**src/rtl/wb_scoreboard_pkg.sv**
```systemverilog
// Shared constants, types and the saturating step function for the
// issue-side register scoreboard.
package wb_scoreboard_pkg;

  localparam int NUM_REGS = 16;
  localparam int REG_W    = 4;
  localparam int CNT_W    = 2;
  localparam int TOT_W    = 4;

  // CPSR flags ride on one extra counter just past the architectural regs.
  localparam int FLAG_IDX = NUM_REGS;
  localparam int NUM_CNT  = NUM_REGS + 1;

  typedef logic [CNT_W-1:0] cnt_t;
  typedef logic [REG_W-1:0] reg_idx_t;
  typedef logic [TOT_W-1:0] tot_t;

  // inc_ok/dec_ok mark an issue/retire that really took effect; a held
  // inc+dec pair reports both so the total count nets to zero.
  typedef struct packed {
    cnt_t nxt;
    logic inc_ok;
    logic dec_ok;
    logic ovf;
    logic unf;
  } step_t;

  function automatic step_t sat_step(cnt_t cnt, logic inc, logic dec);
    step_t s;
    s.nxt    = cnt;
    s.inc_ok = 1'b0;
    s.dec_ok = 1'b0;
    s.ovf    = 1'b0;
    s.unf    = 1'b0;
    case ({inc, dec})
      2'b10: if (cnt == '1) s.ovf = 1'b1;
             else begin s.nxt = cnt + 1'b1; s.inc_ok = 1'b1; end
      2'b01: if (cnt == '0) s.unf = 1'b1;
             else begin s.nxt = cnt - 1'b1; s.dec_ok = 1'b1; end
      2'b11: begin s.inc_ok = 1'b1; s.dec_ok = 1'b1; end
      default: ;
    endcase
    return s;
  endfunction

endpackage

```
**src/rtl/wb_scoreboard_if.sv**
```systemverilog
// ID-stage <-> scoreboard signal bundle: issue, sources, retire, status.
interface wb_scoreboard_if;
  import wb_scoreboard_pkg::*;

  logic     issue_valid;
  logic     issue_wb_en;
  reg_idx_t issue_dest;
  logic     issue_s;
  reg_idx_t src1;
  reg_idx_t src2;
  logic     two_src;
  logic     need_flags;
  logic     retire_valid;
  logic     retire_wb_en;
  reg_idx_t retire_dest;
  logic     retire_s;
  logic     hazard_detected;
  logic     issue_accept;
  tot_t     in_flight;
  logic     overflow_err;
  logic     underflow_err;

  modport master (
    output issue_valid, issue_wb_en, issue_dest, issue_s,
           src1, src2, two_src, need_flags,
           retire_valid, retire_wb_en, retire_dest, retire_s,
    input  hazard_detected, issue_accept, in_flight,
           overflow_err, underflow_err
  );

  modport slave (
    input  issue_valid, issue_wb_en, issue_dest, issue_s,
           src1, src2, two_src, need_flags,
           retire_valid, retire_wb_en, retire_dest, retire_s,
    output hazard_detected, issue_accept, in_flight,
           overflow_err, underflow_err
  );
endinterface

```
**src/rtl/wb_scoreboard_sb_counter.sv**
```systemverilog
// One pending-write counter (register or flags) with sticky saturation errors.
module sb_counter
  import wb_scoreboard_pkg::*;
(
  input  logic clk,
  input  logic rst_n,
  input  logic clear,
  input  logic inc,
  input  logic dec,
  output logic pend,
  output logic inc_ok,
  output logic dec_ok,
  output logic ovf_err,
  output logic unf_err
);

  cnt_t  cnt;
  step_t st;

  assign st     = sat_step(cnt, inc, dec);
  // A retire this cycle retires the last write early (write-before-read).
  assign pend   = (cnt > {{(CNT_W-1){1'b0}}, dec});
  assign inc_ok = st.inc_ok;
  assign dec_ok = st.dec_ok;

  // Count and sticky errors; clear beats any same-cycle inc/dec.
  always_ff @(posedge clk or negedge rst_n) begin
    if (!rst_n) begin
      cnt     <= '0;
      ovf_err <= 1'b0;
      unf_err <= 1'b0;
    end else if (clear) begin
      cnt     <= '0;
      ovf_err <= 1'b0;
      unf_err <= 1'b0;
    end else begin
      cnt     <= st.nxt;
      ovf_err <= ovf_err | st.ovf;
      unf_err <= unf_err | st.unf;
    end
  end

endmodule

```
**src/rtl/wb_scoreboard.sv**
```systemverilog
// Issue-side scoreboard: tracks in-flight register/CPSR writes between the
// ID->EXE issue point and WB, and requests a stall on read-after-write.
module wb_scoreboard
  import wb_scoreboard_pkg::*;
(
  input  logic            clk,
  input  logic            rst_n,
  input  logic            clear,
  wb_scoreboard_if.slave  sb
);

  logic [NUM_CNT-1:0] inc, dec, pend, inc_ok, dec_ok, ovf_v, unf_v;
  logic               hazard, accept;
  logic [1:0]         n_up, n_dn;
  tot_t               in_flight_q;
  int                 nxt_if;

  // Per-counter issue/retire strobes; issue is only recorded when accepted.
  always_comb begin
    inc = '0;
    dec = '0;
    for (int r = 0; r < NUM_REGS; r++) begin
      inc[r] = accept & sb.issue_wb_en & (sb.issue_dest == REG_W'(r));
      dec[r] = sb.retire_valid & sb.retire_wb_en & (sb.retire_dest == REG_W'(r));
    end
    inc[FLAG_IDX] = accept & sb.issue_s;
    dec[FLAG_IDX] = sb.retire_valid & sb.retire_s;
  end

  for (genvar r = 0; r < NUM_CNT; r++) begin : g_cnt
    sb_counter u_cnt (
      .clk     (clk),
      .rst_n   (rst_n),
      .clear   (clear),
      .inc     (inc[r]),
      .dec     (dec[r]),
      .pend    (pend[r]),
      .inc_ok  (inc_ok[r]),
      .dec_ok  (dec_ok[r]),
      .ovf_err (ovf_v[r]),
      .unf_err (unf_v[r])
    );
  end

  // Stall depends only on state and retire inputs, never on issue_*.
  assign hazard = pend[sb.src1]
                | (sb.two_src & pend[sb.src2])
                | (sb.need_flags & pend[FLAG_IDX]);
  // Gated by rst_n so accept also reads 0 while reset is held.
  assign accept = sb.issue_valid & ~hazard & rst_n;

  // At most one register plus flags move in each direction per cycle.
  assign n_up = {1'b0, |inc_ok[NUM_REGS-1:0]} + {1'b0, inc_ok[FLAG_IDX]};
  assign n_dn = {1'b0, |dec_ok[NUM_REGS-1:0]} + {1'b0, dec_ok[FLAG_IDX]};

  // Saturating next value of the total in-flight count.
  always_comb begin
    nxt_if = int'(in_flight_q) + int'(n_up) - int'(n_dn);
    if (nxt_if < 0)                nxt_if = 0;
    if (nxt_if > (1 << TOT_W) - 1) nxt_if = (1 << TOT_W) - 1;
  end

  // Total in-flight register.
  always_ff @(posedge clk or negedge rst_n) begin
    if (!rst_n)     in_flight_q <= '0;
    else if (clear) in_flight_q <= '0;
    else            in_flight_q <= TOT_W'(nxt_if);
  end

  assign sb.hazard_detected = hazard;
  assign sb.issue_accept    = accept;
  assign sb.in_flight       = in_flight_q;
  assign sb.overflow_err    = |ovf_v;
  assign sb.underflow_err   = |unf_v;

endmodule

```
**src/flat_wrapper.sv**
```systemverilog
// flat-port wrapper written by rule: the top's interface ports become plain ports
module wb_scoreboard_flat import wb_scoreboard_pkg::*;
  (clk, rst_n, clear, sb_issue_valid, sb_issue_wb_en, sb_issue_dest, sb_issue_s, sb_src1, sb_src2, sb_two_src, sb_need_flags, sb_retire_valid, sb_retire_wb_en, sb_retire_dest, sb_retire_s, sb_hazard_detected, sb_issue_accept, sb_in_flight, sb_overflow_err, sb_underflow_err);
  wb_scoreboard_if sb_i ();
  input  logic clk;
  input  logic rst_n;
  input  logic clear;
  input wire logic [$bits(sb_i.issue_valid)-1:0] sb_issue_valid;
  input wire logic [$bits(sb_i.issue_wb_en)-1:0] sb_issue_wb_en;
  input wire logic [$bits(sb_i.issue_dest)-1:0] sb_issue_dest;
  input wire logic [$bits(sb_i.issue_s)-1:0] sb_issue_s;
  input wire logic [$bits(sb_i.src1)-1:0] sb_src1;
  input wire logic [$bits(sb_i.src2)-1:0] sb_src2;
  input wire logic [$bits(sb_i.two_src)-1:0] sb_two_src;
  input wire logic [$bits(sb_i.need_flags)-1:0] sb_need_flags;
  input wire logic [$bits(sb_i.retire_valid)-1:0] sb_retire_valid;
  input wire logic [$bits(sb_i.retire_wb_en)-1:0] sb_retire_wb_en;
  input wire logic [$bits(sb_i.retire_dest)-1:0] sb_retire_dest;
  input wire logic [$bits(sb_i.retire_s)-1:0] sb_retire_s;
  output wire logic [$bits(sb_i.hazard_detected)-1:0] sb_hazard_detected;
  output wire logic [$bits(sb_i.issue_accept)-1:0] sb_issue_accept;
  output wire logic [$bits(sb_i.in_flight)-1:0] sb_in_flight;
  output wire logic [$bits(sb_i.overflow_err)-1:0] sb_overflow_err;
  output wire logic [$bits(sb_i.underflow_err)-1:0] sb_underflow_err;
  assign sb_i.issue_valid = sb_issue_valid;
  assign sb_i.issue_wb_en = sb_issue_wb_en;
  assign sb_i.issue_dest = sb_issue_dest;
  assign sb_i.issue_s = sb_issue_s;
  assign sb_i.src1 = sb_src1;
  assign sb_i.src2 = sb_src2;
  assign sb_i.two_src = sb_two_src;
  assign sb_i.need_flags = sb_need_flags;
  assign sb_i.retire_valid = sb_retire_valid;
  assign sb_i.retire_wb_en = sb_retire_wb_en;
  assign sb_i.retire_dest = sb_retire_dest;
  assign sb_i.retire_s = sb_retire_s;
  assign sb_hazard_detected = sb_i.hazard_detected;
  assign sb_issue_accept = sb_i.issue_accept;
  assign sb_in_flight = sb_i.in_flight;
  assign sb_overflow_err = sb_i.overflow_err;
  assign sb_underflow_err = sb_i.underflow_err;
  wb_scoreboard u_core (.clk(clk), .rst_n(rst_n), .clear(clear), .sb(sb_i));
endmodule
```
**config.mk**
```make
export PLATFORM = sky130hd
export DESIGN_NAME = wb_scoreboard_flat
export DESIGN_NICKNAME = d
export VERILOG_FILES = /design/src/rtl/wb_scoreboard_pkg.sv /design/src/rtl/wb_scoreboard_if.sv /design/src/rtl/wb_scoreboard_sb_counter.sv /design/src/rtl/wb_scoreboard.sv /design/src/flat_wrapper.sv
export SDC_FILE = /design/constraint.sdc
export NUM_CORES = 1
export LEC_CHECK = 0
export ABC_CLOCK_PERIOD_IN_PS = 6400
export BUFFER_PORTS_ARGS = -buffer_cell sky130_fd_sc_hd__buf_2
export CORE_ASPECT_RATIO = 2
export CORE_MARGIN = 3
export CORE_UTILIZATION = 63
export DETAILED_ROUTE_END_ITERATION = 8
export GPL_TIMING_DRIVEN = 0
export HOLD_SLACK_MARGIN = 0.1
export PLACE_DENSITY = 0.9
export SYNTH_ARGS = -nofsm -noshare
export SYNTH_HDL_FRONTEND = slang
export SYNTH_HIERARCHICAL = 1
export SYNTH_SLANG_ARGS = --single-unit
```
**constraint.sdc**
```tcl
create_clock -name clk -period 6.4 [get_ports clk]
set_input_delay 0.32 -clock clk [delete_from_list [all_inputs] [get_ports clk]]
set_output_delay 0.32 -clock clk [all_outputs]
set_load 0.03 [all_outputs]
```
==> impl_metrics.env, run 1 <==
export IMPL_synthAdderAreaFrac=0.1530
export IMPL_min_delay_path_class="in -> async"
export IMPL_pwr_share_clk=0.448
export IMPL_syn_area_um2=6361
export IMPL_combPwrFrac=0.192
export IMPL_power_leakage_nw=3.154
export IMPL_root_buffer="clkbuf_16"
export IMPL_fmax_mhz=160.5
export IMPL_synth_commonest_cells="nor2_1 (92), inv_1 (85), ha_1 (73)"
export IMPL_wl_met3_um=1412
export IMPL_cts_tree="done"
export IMPL_antenna_found_initial=0
export IMPL_wl_per_cell_um=19.92
export IMPL_setup_viol=0
export IMPL_io_buffer_count=32
export IMPL_synth_seq_cells=72
export IMPL_synth_top_cell_by_area="dfrtp_1"
export IMPL_multiInputGateArea_um2=4260
export IMPL_grt_first_pass_wirelength_um=30260
export IMPL_synthCells=785
export IMPL_yosys_area_share_simple=0.2388
export IMPL_peakVddDrop_mv=0.2333
export IMPL_wirelength_met1_um=6719
export IMPL_synth_seq_area_share=0.2832
export IMPL_gp_congestion=0.9818
export IMPL_diodes=0
export IMPL_io_pins=35
export IMPL_hpwl_um=13360
export IMPL_grt_pass1_vias=6450
export IMPL_start_util=0.6515
export IMPL_die_w_um=77.05
export IMPL_drc=0
export IMPL_synth_xor_area_frac=0.002754
export IMPL_yosys_area_top_type_share=0.2832
export IMPL_fin_nets=938
export IMPL_worst_skew_pair_late_latency_ps=350
export IMPL_cts_sinks=72
export IMPL_ant_nets=0
export IMPL_yosys_most_used_dff="dfrtp_1"
export IMPL_yosysMostFrequentCell="nor2_1"
export IMPL_outcome="finished, final reports clean"
export IMPL_syn2layout_area_growth_pct=14.10
export IMPL_core_area_um2=9763
export IMPL_synth_area_per_cell_um2=8.103
export IMPL_critPathMaxFanout=9
export IMPL_row_count=51
export IMPL_yosys_warnings=6
export IMPL_wirelength_um=19360
export IMPL_cts_made_buffers=9
export IMPL_p_seq_frac=0.360
export IMPL_power_internal_mw=0.9631
export IMPL_start_kind="input port"
export IMPL_synth_top_family_by_area="simple AND/OR/NAND/NOR gates"
export IMPL_drive_gt1_frac=0.1274
export IMPL_drv_cap=0
export IMPL_synth_nets=888
export IMPL_clk_pin_slew_ps=60
export IMPL_grt_start_max_net_pins=71
export IMPL_max_slew_margin=0.07217
export IMPL_grtUsageTotal=0.3306
export IMPL_die_h_um=148.1
export IMPL_fin_crit_sh=0.9736
export IMPL_grt_remaining_overflow=0
export IMPL_synth_edff_count=0
export IMPL_required_ps=6570
export IMPL_hold_viol_final=0
export IMPL_async_reset_ff_frac=1.000
export IMPL_swShare=0.2861
export IMPL_skew_ps=8.789
export IMPL_drv_slew=0
export IMPL_drt_initial_drc_count=764
export IMPL_routed_top_layer="met4"
export IMPL_wl_met2_um=9704
export IMPL_ys_types=49
export IMPL_post_drt_via_cell_ratio=6.836
export IMPL_worst_pin_slew_ps=1392
export IMPL_critPathCaptureType="register"
export IMPL_seq_area_um2=1802
export IMPL_synthMuxAreaShare=0.02872
export IMPL_fin_crit_ps=6231
export IMPL_path_class="in -> reg"
export IMPL_cts_path_max_buffers=2
export IMPL_num_vias=6645
export IMPL_synthTopCellsByArea="dfrtp_1 (28%), ha_1 (14%), nor2_1 (5.4%), a31oi_1 (5.0%), inv_1 (5.0%)"
export IMPL_finalSetupTns_ps=0
export IMPL_p_switching_mw=0.3860
export IMPL_powerDensity_nw_per_um2=185.9
export IMPL_synth_compound_area_share=0.2246
export IMPL_dieArea_um2=11410
export IMPL_firstDrtPassIters=6
export IMPL_htree_levels=3
export IMPL_arrival_ps=6400
export IMPL_fill_cells=706
export IMPL_finalPower_mw=1.349
flip-flops by register name, indices dropped and copies added (netlist names):
signal                      flops
u_core/g_cnt.u_cnt/cnt         34
u_core/g_cnt.u_cnt/ovf_err     17
u_core/g_cnt.u_cnt/unf_err     17
u_core/sb.in_flight             4
final timing paths:
| path | to | from | cells after the start | slack, ps |
|---|---|---|---|---|
| hold / removal | u_core/g_cnt[3].u_cnt/cnt[1] | rst_n | 2 | 330 |
| setup / recovery | u_core/sb.in_flight[3] | sb_retire_dest[1] | 26 | 170 |
| min in group clk | u_core/g_cnt[16].u_cnt/cnt[1] | sb_retire_s | 3 | 490 |
| max in group asynchronous | u_core/g_cnt[15].u_cnt/cnt[0] | rst_n | 3 | 5480 |
| setup reg to reg | u_core/sb.in_flight[3] | u_core/g_cnt[7].u_cnt/cnt[0] | 24 | 270 |
| hold reg to reg | u_core/g_cnt[14].u_cnt/ovf_err | u_core/g_cnt[14].u_cnt/ovf_err | 2 | 500 |
placed cells by master (no fill, tap or decap), drive strengths merged, types with 22 or more instances in the layout:
cell and count:
nor4 35, dfrtp 72, ha 73, nor2 92
inv 85, buf 57, a21oi 37, o21ai 51
nor3 38, nand3 22, nand2 27, a31oi 51
and2 35
worst max-delay path: stages:
cell and delay (ps):
buf_2 190, nand2b_2 330, nor2_4 270, ha_1 190, o21ai_0 220, mux4_1 570
nor2b_1 260, nor3_1 120, or4b_1 580, buf_6 170, nor3_1 330, buf_2 270
inv_1 130, a21oi_2 270, nor4_1 100, and4_1 230, fa_1 500, inv_1 70
fa_1 390, inv_1 70, ha_1 180, a21oi_1 80, o21bai_1 160, xnor2_1 160
nor3_1 170, nor3_1 60
cell type report:
cell class,count,share of cell area
timing repair buffer,39,0.03275
tap,132,0.02275
clock buffer,11,0.03482
clock inverter,5,0.01414
buffer,22,0.01638
multi-input combinational,606,0.5870
sequential,72,0.2482
inverter,85,0.04396
power groups by stage:
stage / combinational [mW] / clock [mW] / sequential, mW
final: 0.259 / 0.604 / 0.485
after detailed placement: 0.246 / 0 / 0.493
after global routing: 0.285 / 0.622 / 0.487
after floorplan: 0.142 / 0 / 0.513
after global placement: 0.231 / 0 / 0.492
after CTS: 0.249 / 0.611 / 0.485
cell families (layout without fill, tap and decap cells):
logic type	count (synthesis)	count (layout)
and+or+nand+nor	296	296
AOI/OAI and AO/OA	219	219
buffers and inverters	107	162
adders and majority gates	76	76
DFF	72	72
muxes	13	13
xor gates and xnor gates	2	2
routing by layer:
layer  GRT usage  vias up
met3     0.07455      124
met4      0.2299        0
met1      0.3361     3136
met2      0.5905      410
met5           0        -
li1            -     2975
repair_timing:
item                                    4_1_cts  5_1_grt
hold endpoints to repair                     72        0
endpoints found under the setup margin        4        4
pin swaps                                     1        3
hold buffers                                  1        0
buffers inserted                              1        4
resized for setup                             1       34
stage by stage:
stage               hold slack, ps  instance area, um^2  cells  setup slack, ps  utilization
floorplan                    24.41                 6361    785            591.6            -
global placement             477.2                 6686    949           -453.2       0.6849
detailed placement           153.5                 6716    950           -738.7       0.6879
CTS                          332.5                 7094    968            43.50       0.7266
global route                 343.6                 7258    972           -41.85       0.7434
finish                       331.8                 7258    972            168.9       0.7434
Power figures use the tool's default switching activity.
==> run 2: changes to the inputs <==
--- a/config.mk
+++ b/config.mk
@@ -7,3 +7,3 @@
 export LEC_CHECK = 0
-export ABC_CLOCK_PERIOD_IN_PS = 6400
+export ABC_CLOCK_PERIOD_IN_PS = 5800
 export BUFFER_PORTS_ARGS = -buffer_cell sky130_fd_sc_hd__buf_2
==> constraint.sdc (replaced) <==
create_clock -name clk -period 5.8 [get_ports clk]
set_input_delay 0 -clock clk [delete_from_list [all_inputs] [get_ports clk]]
set_output_delay 0 -clock clk [all_outputs]
set_load 0.03 [all_outputs]
==> run 2 against run 1 <==
Compared with the run above:
- clock-buffer cell count is the same
- via count grew 2.8%
- cell area grew 3.5%
- critical path depth shrank 4
- sequential power grew 11%
- register-to-register slack lost 120 ps
- utilization grew 2.6 points
- sequential share of layout area shrank 0.63 points
- clock power grew 11%
- clock skew is essentially flat
- critical path type is now reg -> reg
- highest routed layer unchanged
==> impl_metrics.env, run 2 (same netlist as run 1, synthesis figures left out) <==
export IMPL_outcome="finished, final reports clean"
export IMPL_core_area_um2=9763
export IMPL_combPwrFrac=0.200
export IMPL_drive_gt1_frac=0.1721
export IMPL_power_leakage_nw=3.269
export IMPL_htree_levels=3
export IMPL_critical_path_top_delay_family="adder cells"
export IMPL_dieArea_um2=11410
export IMPL_crit_chain="inv_1 -> ha_1 -> o21ai_0 -> mux4_2 -> nor2_1 -> nor4bb_1 -> clkbuf_2 -> nor3_1 -> buf_2 -> inv_1 -> a21oi_1 -> nor4_1 -> and4_1 -> fa_1 -> inv_1 -> fa_1 -> inv_1 -> ha_1 -> fa_1 -> inv_1 -> a21oi_1 -> o21a_1"
export IMPL_finalSetupTns_ps=0
export IMPL_grtUsageTotal=0.3326
export IMPL_hpwl_um=13360
export IMPL_finalNonFillerCells=992
export IMPL_syn2layout_area_growth_pct=18.14
export IMPL_cp_buffers_inverters=7
export IMPL_cts_sinks=72
export IMPL_start_util=0.6515
export IMPL_met1_usage=0.3314
export IMPL_cts_tree="done"
export IMPL_min_delay_path_class="in -> reg"
export IMPL_path_class="reg -> reg"
export IMPL_cts_made_buffers=9
export IMPL_critPathMaxFanout=10
export IMPL_die_h_um=148.1
export IMPL_met2_usage=0.5962
export IMPL_drv_slew=0
export IMPL_io_buffer_count=32
export IMPL_max_slew_margin=0.07960
export IMPL_fin_nets=958
export IMPL_arrival_ps=5890
export IMPL_fin_crit_ps=5650
export IMPL_multiInputGateArea_um2=4335
export IMPL_worst_pin_slew_ps=1381
export IMPL_peakVddDrop_mv=0.2776
export IMPL_clk_pin_slew_ps=60
export IMPL_drv_cap=0
export IMPL_required_ps=6040
export IMPL_hold_ws_ps=169.0
export IMPL_pwr_share_clk=0.445
export IMPL_cp_common_cell="inv_1"
export IMPL_grt_pass1_vias=6548
export IMPL_gp_congestion=0.9818
export IMPL_row_count=51
export IMPL_diodes=0
export IMPL_start_kind="register"
export IMPL_placed_cells=950
export IMPL_slowest_delay_ps=500
export IMPL_layout_commonest_cell="inv_1"
export IMPL_fill_cells=657
export IMPL_root_buffer="clkbuf_16"
export IMPL_grt_first_pass_wirelength_um=30490
export IMPL_post_drt_via_cell_ratio=6.888
export IMPL_wl_per_cell_um=20.07
export IMPL_fmax_mhz=177.0
export IMPL_io_pins=35
export IMPL_grt_remaining_overflow=0
export IMPL_cp_slowest_cell="nor4_1"
export IMPL_seq_area_um2=1818
export IMPL_antenna_found_initial=0
export IMPL_cts_path_max_buffers=2
export IMPL_grt_start_max_net_pins=71
export IMPL_hold_viol_final=0
export IMPL_largest_reg_flops=34
export IMPL_reg_top3="u_core/g_cnt.u_cnt/cnt x34, u_core/g_cnt.u_cnt/ovf_err x17, u_core/g_cnt.u_cnt/unf_err x17"
export IMPL_worst_skew_pair_late_latency_ps=350
export IMPL_firstDrtPassIters=9
export IMPL_swShare=0.2902
export IMPL_skew_ps=8.340
export IMPL_critPathCaptureType="register"
export IMPL_ant_nets=0
export IMPL_drt_initial_drc_count=851
export IMPL_powerDensity_nw_per_um2=201.0
export IMPL_drc=0
export IMPL_p_switching_mw=0.4383
export IMPL_grtUsageMet3=0.07152
export IMPL_layout_common_cells="inv_1 (85), nor2_1 (79), ha_1 (73)"
export IMPL_setup_viol=0
export IMPL_num_vias=6833
export IMPL_power_internal_mw=1.072
export IMPL_p_seq_frac=0.355
export IMPL_wirelength_um=19910
export IMPL_top_usage_layer="met2"
export IMPL_fin_crit_sh=0.9741
export IMPL_die_w_um=77.05
export IMPL_regMostFlops="u_core/g_cnt.u_cnt/cnt"
==> run 2: changes by cell type in the layout (fill, tap and decap cells not counted), moves of 3 or more <==
cell,previous run,this run
o21ai_1,0,4
buf_4,6,26
dfrtp_2,0,13
buf_2,48,45
dfrtp_1,72,59
o21ai_0,51,47
==> run 2: routing by layer <==
| metal | up-vias | part of all wire |
|---|---|---|
| met5 | - | 0 |
| met4 | 0 | 0.081 |
| met3 | 139 | 0.080 |
| met2 | 452 | 0.50 |
| met1 | 3241 | 0.34 |
| li1 | 3001 | - |
==> run 2: what timing repair did <==
item,in CTS,in global routing
hold buffers,2,0
gates cloned,0,0
hold endpoints to repair,72,0
setup buffers,1,23
pin swaps,1,13
resized for setup,10,65
endpoints found under the setup margin,4,4
==> run 2: power by group through the flow <==
stage                     Combinational (mW)  Sequential (mW)  Clock [mW]
after CTS                              0.277            0.535       0.674
after global routing                   0.331            0.539       0.690
after detailed placement               0.271            0.544           0
after global placement                 0.254            0.543           0
after floorplan                        0.157            0.566           0
final                                  0.302            0.536       0.672
==> run 2: worst paths after layout <==
kind	from	endpoint	slack, ps	cells past startpoint
min in group asynchronous	rst_n	u_core/g_cnt[3].u_cnt/cnt[0]	180	3
min	sb_retire_s	u_core/g_cnt[16].u_cnt/cnt[1]	170	3
max	u_core/g_cnt[3].u_cnt/cnt[0]	u_core/sb.in_flight[1]	150	22
max reg2reg	u_core/g_cnt[3].u_cnt/cnt[0]	u_core/sb.in_flight[1]	150	22
min reg2reg	u_core/g_cnt[10].u_cnt/unf_err	u_core/g_cnt[10].u_cnt/unf_err	500	2
max in group asynchronous	rst_n	u_core/g_cnt[5].u_cnt/cnt[0]	4910	3
==> run 2: layout make-up <==
class,count,share of cell area
plain buffers,22,0.01748
clock buffers,11,0.03363
clock inverters,5,0.01365
inverters,85,0.04246
multi-input cells,606,0.5769
flip-flops and latches,72,0.2419
well taps,132,0.02198
repair buffers,59,0.05195
==> run 2: stage by stage <==
stage / util / setup slack (ps) / power, mW / cell area [um^2]
6_report: 0.7697 / 150.4 / 1.510 / 7515
4_1_cts: 0.7313 / 12.14 / 1.486 / 7139
2_1_floorplan: - / 311.6 / 0.7222 / 6361
5_1_grt: 0.7697 / -84.03 / 1.559 / 7515
3_5_place_dp: 0.6879 / -1019 / 0.8156 / 6716
3_3_place_gp: 0.6849 / -733.2 / 0.7973 / 6686
==> run 2: tightest hold or removal path, delay by kind of cell <==
kind	cells	cell delay (ps)
AND/OR/NAND/NOR	1	270
AO/OA/AOI/OAI	1	130
buffers and inverters	1	80
==> run 3: changes to the inputs <==
- CELL_PAD_IN_SITES_DETAIL_PLACEMENT: default -> 1
- CELL_PAD_IN_SITES_GLOBAL_PLACEMENT: default -> 1
- CORE_UTILIZATION: 63 -> 47
- PLACE_DENSITY: 0.9 -> 0.89
==> run 3 against run 2 <==
Compared with the run above:
- the flow now finishes with violations (setup timing)
- hold slack worse by 69 ps
- global-route usage is 4.3 points lower
- clock-buffer cell count is 2 higher
- critical path depth is 3 higher
- sequential power barely moved
- sequential share of layout area grew 0.62 points
- clock skew is 0.89 ps higher
- maximum frequency is 4.0% lower
- utilization down 21 points
- wire length increased by 12%
- sequential cell count unchanged
==> impl_metrics.env, run 3 (same netlist as run 1, synthesis figures left out) <==
export IMPL_outcome="complete, but fails checks"
export IMPL_io_buffer_count=32
export IMPL_drv_cap=0
export IMPL_path_class="reg -> reg"
export IMPL_grtUsageTotal=0.2895
export IMPL_grt_pass1_vias=6780
export IMPL_slowest_delay_ps=570
export IMPL_power_internal_mw=0.9548
export IMPL_cp_endpoint="u_core/sb.in_flight[3]"
export IMPL_arrival_ps=6080
export IMPL_die_w_um=88.26
export IMPL_worst_pin_slew_ps=842.7
export IMPL_cts_sinks=72
export IMPL_p_switching_mw=0.4470
export IMPL_fill_cells=1604
export IMPL_dpl_cell_area_um2=6741
export IMPL_drt_initial_drc_count=457
export IMPL_combPwrFrac=0.217
export IMPL_drc=0
export IMPL_fin_nets=941
export IMPL_largest_reg_flops=34
export IMPL_placed_cells=970
export IMPL_antenna_found_initial=0
export IMPL_met1_usage=0.3172
export IMPL_reg2reg_setup_slack_ps=-90
export IMPL_cts_made_buffers=9
export IMPL_start_util=0.4841
export IMPL_gp_congestion=0.9464
export IMPL_worst_skew_pair_late_latency_ps=350
export IMPL_grt_remaining_overflow=0
export IMPL_wirelength_um=22210
export IMPL_htree_levels=3
export IMPL_row_count=59
export IMPL_drive_gt1_frac=0.1518
export IMPL_fin_ws_ps=-85.65
export IMPL_max_slew_margin=0.4382
export IMPL_multiInputGateArea_um2=4305
export IMPL_regMostFlops="u_core/g_cnt.u_cnt/cnt"
export IMPL_syn2layout_area_growth_pct=14.97
export IMPL_swShare=0.3188
export IMPL_diodes=0
export IMPL_cts_path_max_buffers=2
export IMPL_rsz0062_at_grt="true"
export IMPL_finalPower_mw=1.402
export IMPL_clk_pin_slew_ps=60
export IMPL_peakVddDrop_mv=0.1815
export IMPL_r2r_start="u_core/g_cnt[2].u_cnt/cnt[0]"
export IMPL_required_ps=5990
export IMPL_cts_tree="done"
export IMPL_critPathCaptureType="register"
export IMPL_cp_slowest_cell="or4b_1"
export IMPL_reg2reg_depth=25
export IMPL_firstDrtPassIters=5
export IMPL_dieArea_um2=15050
export IMPL_ant_nets=0
export IMPL_skew_ps=9.227
export IMPL_fin_crit_sh=1.015
export IMPL_layout_commonest_cell="inv_1"
export IMPL_hold_viol_final=0
export IMPL_top_usage_layer="met2"
export IMPL_root_buffer="clkbuf_16"
export IMPL_violations="setup timing"
export IMPL_fmax_mhz=169.9
export IMPL_layout_common_cells="inv_1 (85), nor2_1 (80), ha_1 (73)"
export IMPL_seq_area_um2=1814
export IMPL_powerDensity_nw_per_um2=191.7
export IMPL_wl_per_cell_um=22.32
export IMPL_final_util=0.5566
export IMPL_hpwl_um=15750
export IMPL_min_delay_path_class="in -> async"
export IMPL_setup_viol=4
export IMPL_start_kind="register"
export IMPL_grtUsageMet3=0.04916
export IMPL_cp_common_cell="inv_1"
export IMPL_power_leakage_nw=3.137
export IMPL_hold_ws_ps=100.4
export IMPL_reg_top3="u_core/g_cnt.u_cnt/cnt x34, u_core/g_cnt.u_cnt/ovf_err x17, u_core/g_cnt.u_cnt/unf_err x17"
export IMPL_grt_start_max_net_pins=71
export IMPL_io_pins=35
export IMPL_startpoint="u_core/g_cnt[2].u_cnt/cnt[0]"
export IMPL_critPathMaxFanout=9
export IMPL_core_area_um2=13140
export IMPL_die_h_um=170.5
export IMPL_fin_area_um2=7313
export IMPL_post_drt_via_cell_ratio=6.538
export IMPL_fin_crit_ps=5886
export IMPL_grt_first_pass_wirelength_um=34180
export IMPL_pwr_share_clk=0.400
export IMPL_num_vias=6505
export IMPL_rr_endpoint="u_core/sb.in_flight[3]"
export IMPL_p_seq_frac=0.383
export IMPL_finalNonFillerCells=995
export IMPL_met2_usage=0.5005
export IMPL_drv_slew=0
-- run 3: changes by cell type in the layout (fill, tap and decap cells not counted), moves of 2 or more --
| cell | delta |
|---|---|
| buf_4 | -13 |
| bufinv_16 | -3 |
| dfrtp_1 | +3 |
| dfrtp_2 | -3 |
| a21oi_1 | -2 |
| a21oi_2 | +2 |
| o31ai_2 | +2 |
| o31ai_4 | -2 |
-- run 3: how the worst min path moves through the flow --
stage	endpoint	slack, ps	cells past startpoint	from
after floorplan	u_core/g_cnt[0].u_cnt/cnt[0]	-300	0	rst_n
after global placement	u_core/g_cnt[14].u_cnt/ovf_err	480	2	u_core/g_cnt[14].u_cnt/ovf_err
after detailed placement	u_core/g_cnt[3].u_cnt/cnt[0]	-80	1	rst_n
after CTS	u_core/g_cnt[3].u_cnt/cnt[0]	100	2	rst_n
after global routing	u_core/g_cnt[3].u_cnt/cnt[0]	140	2	rst_n
final	u_core/g_cnt[3].u_cnt/cnt[0]	100	2	rst_n
-- run 3: metrics by stage --
| step | setup WS, ps | TNS [ps] |
|---|---|---|
| global route | -156.7 | -469.0 |
| floorplan | 311.6 | 0 |
| CTS | 20.69 | 0 |
| finish | -85.65 | -126.9 |
| global placement | -804.7 | -3115 |
| detailed placement | -1002 | -3902 |
-- run 3: repair_timing --
action / CTS / global route
gates cloned: 0 / 0
gates resized for setup: 15 / 50
setup buffers: 1 / 7
setup endpoints to repair: 4 / 4
endpoints found under the hold margin: 72 / 0
hold buffers: 1 / 0
pin swaps: 1 / 4
-- run 3: routing by layer --
layer  wire [um]  part of all wire
met1        8260              0.37
met2       11350              0.51
met3         930             0.042
met4        1676             0.075
met5           0                 0
-- run 3: worst max-delay path: cells and delay by family, from the launching register on --
| kind | cells | cell delay [ps] |
|---|---|---|
| AOI/OAI and AO/OA | 5 | 1050 |
| xor gates and xnor gates | 1 | 130 |
| adders and majority gates | 4 | 1330 |
| buffers and inverters | 7 | 910 |
| DFF | 1 | 430 |
| muxes | 1 | 340 |
| and+or+nand+nor | 7 | 1510 |
-- run 3: power groups by stage --
stage / Combinational [mW] / Sequential (mW) / Clock, mW
2_1_floorplan: 0.157 / 0.566 / 0
3_3_place_gp: 0.260 / 0.543 / 0
3_5_place_dp: 0.281 / 0.545 / 0
4_1_cts: 0.286 / 0.536 / 0.568
5_1_grt: 0.332 / 0.539 / 0.587
6_report: 0.304 / 0.537 / 0.561
-- run 3: layout make-up --
cell class | instances | area share
buffer | 22 | 0.01745
multi-input combinational | 606 | 0.5887
clock buffer | 13 | 0.03695
inverter | 85 | 0.04363
clock inverter | 3 | 0.003251
sequential | 72 | 0.2481
timing repair buffer | 42 | 0.03593
tap | 152 | 0.02601
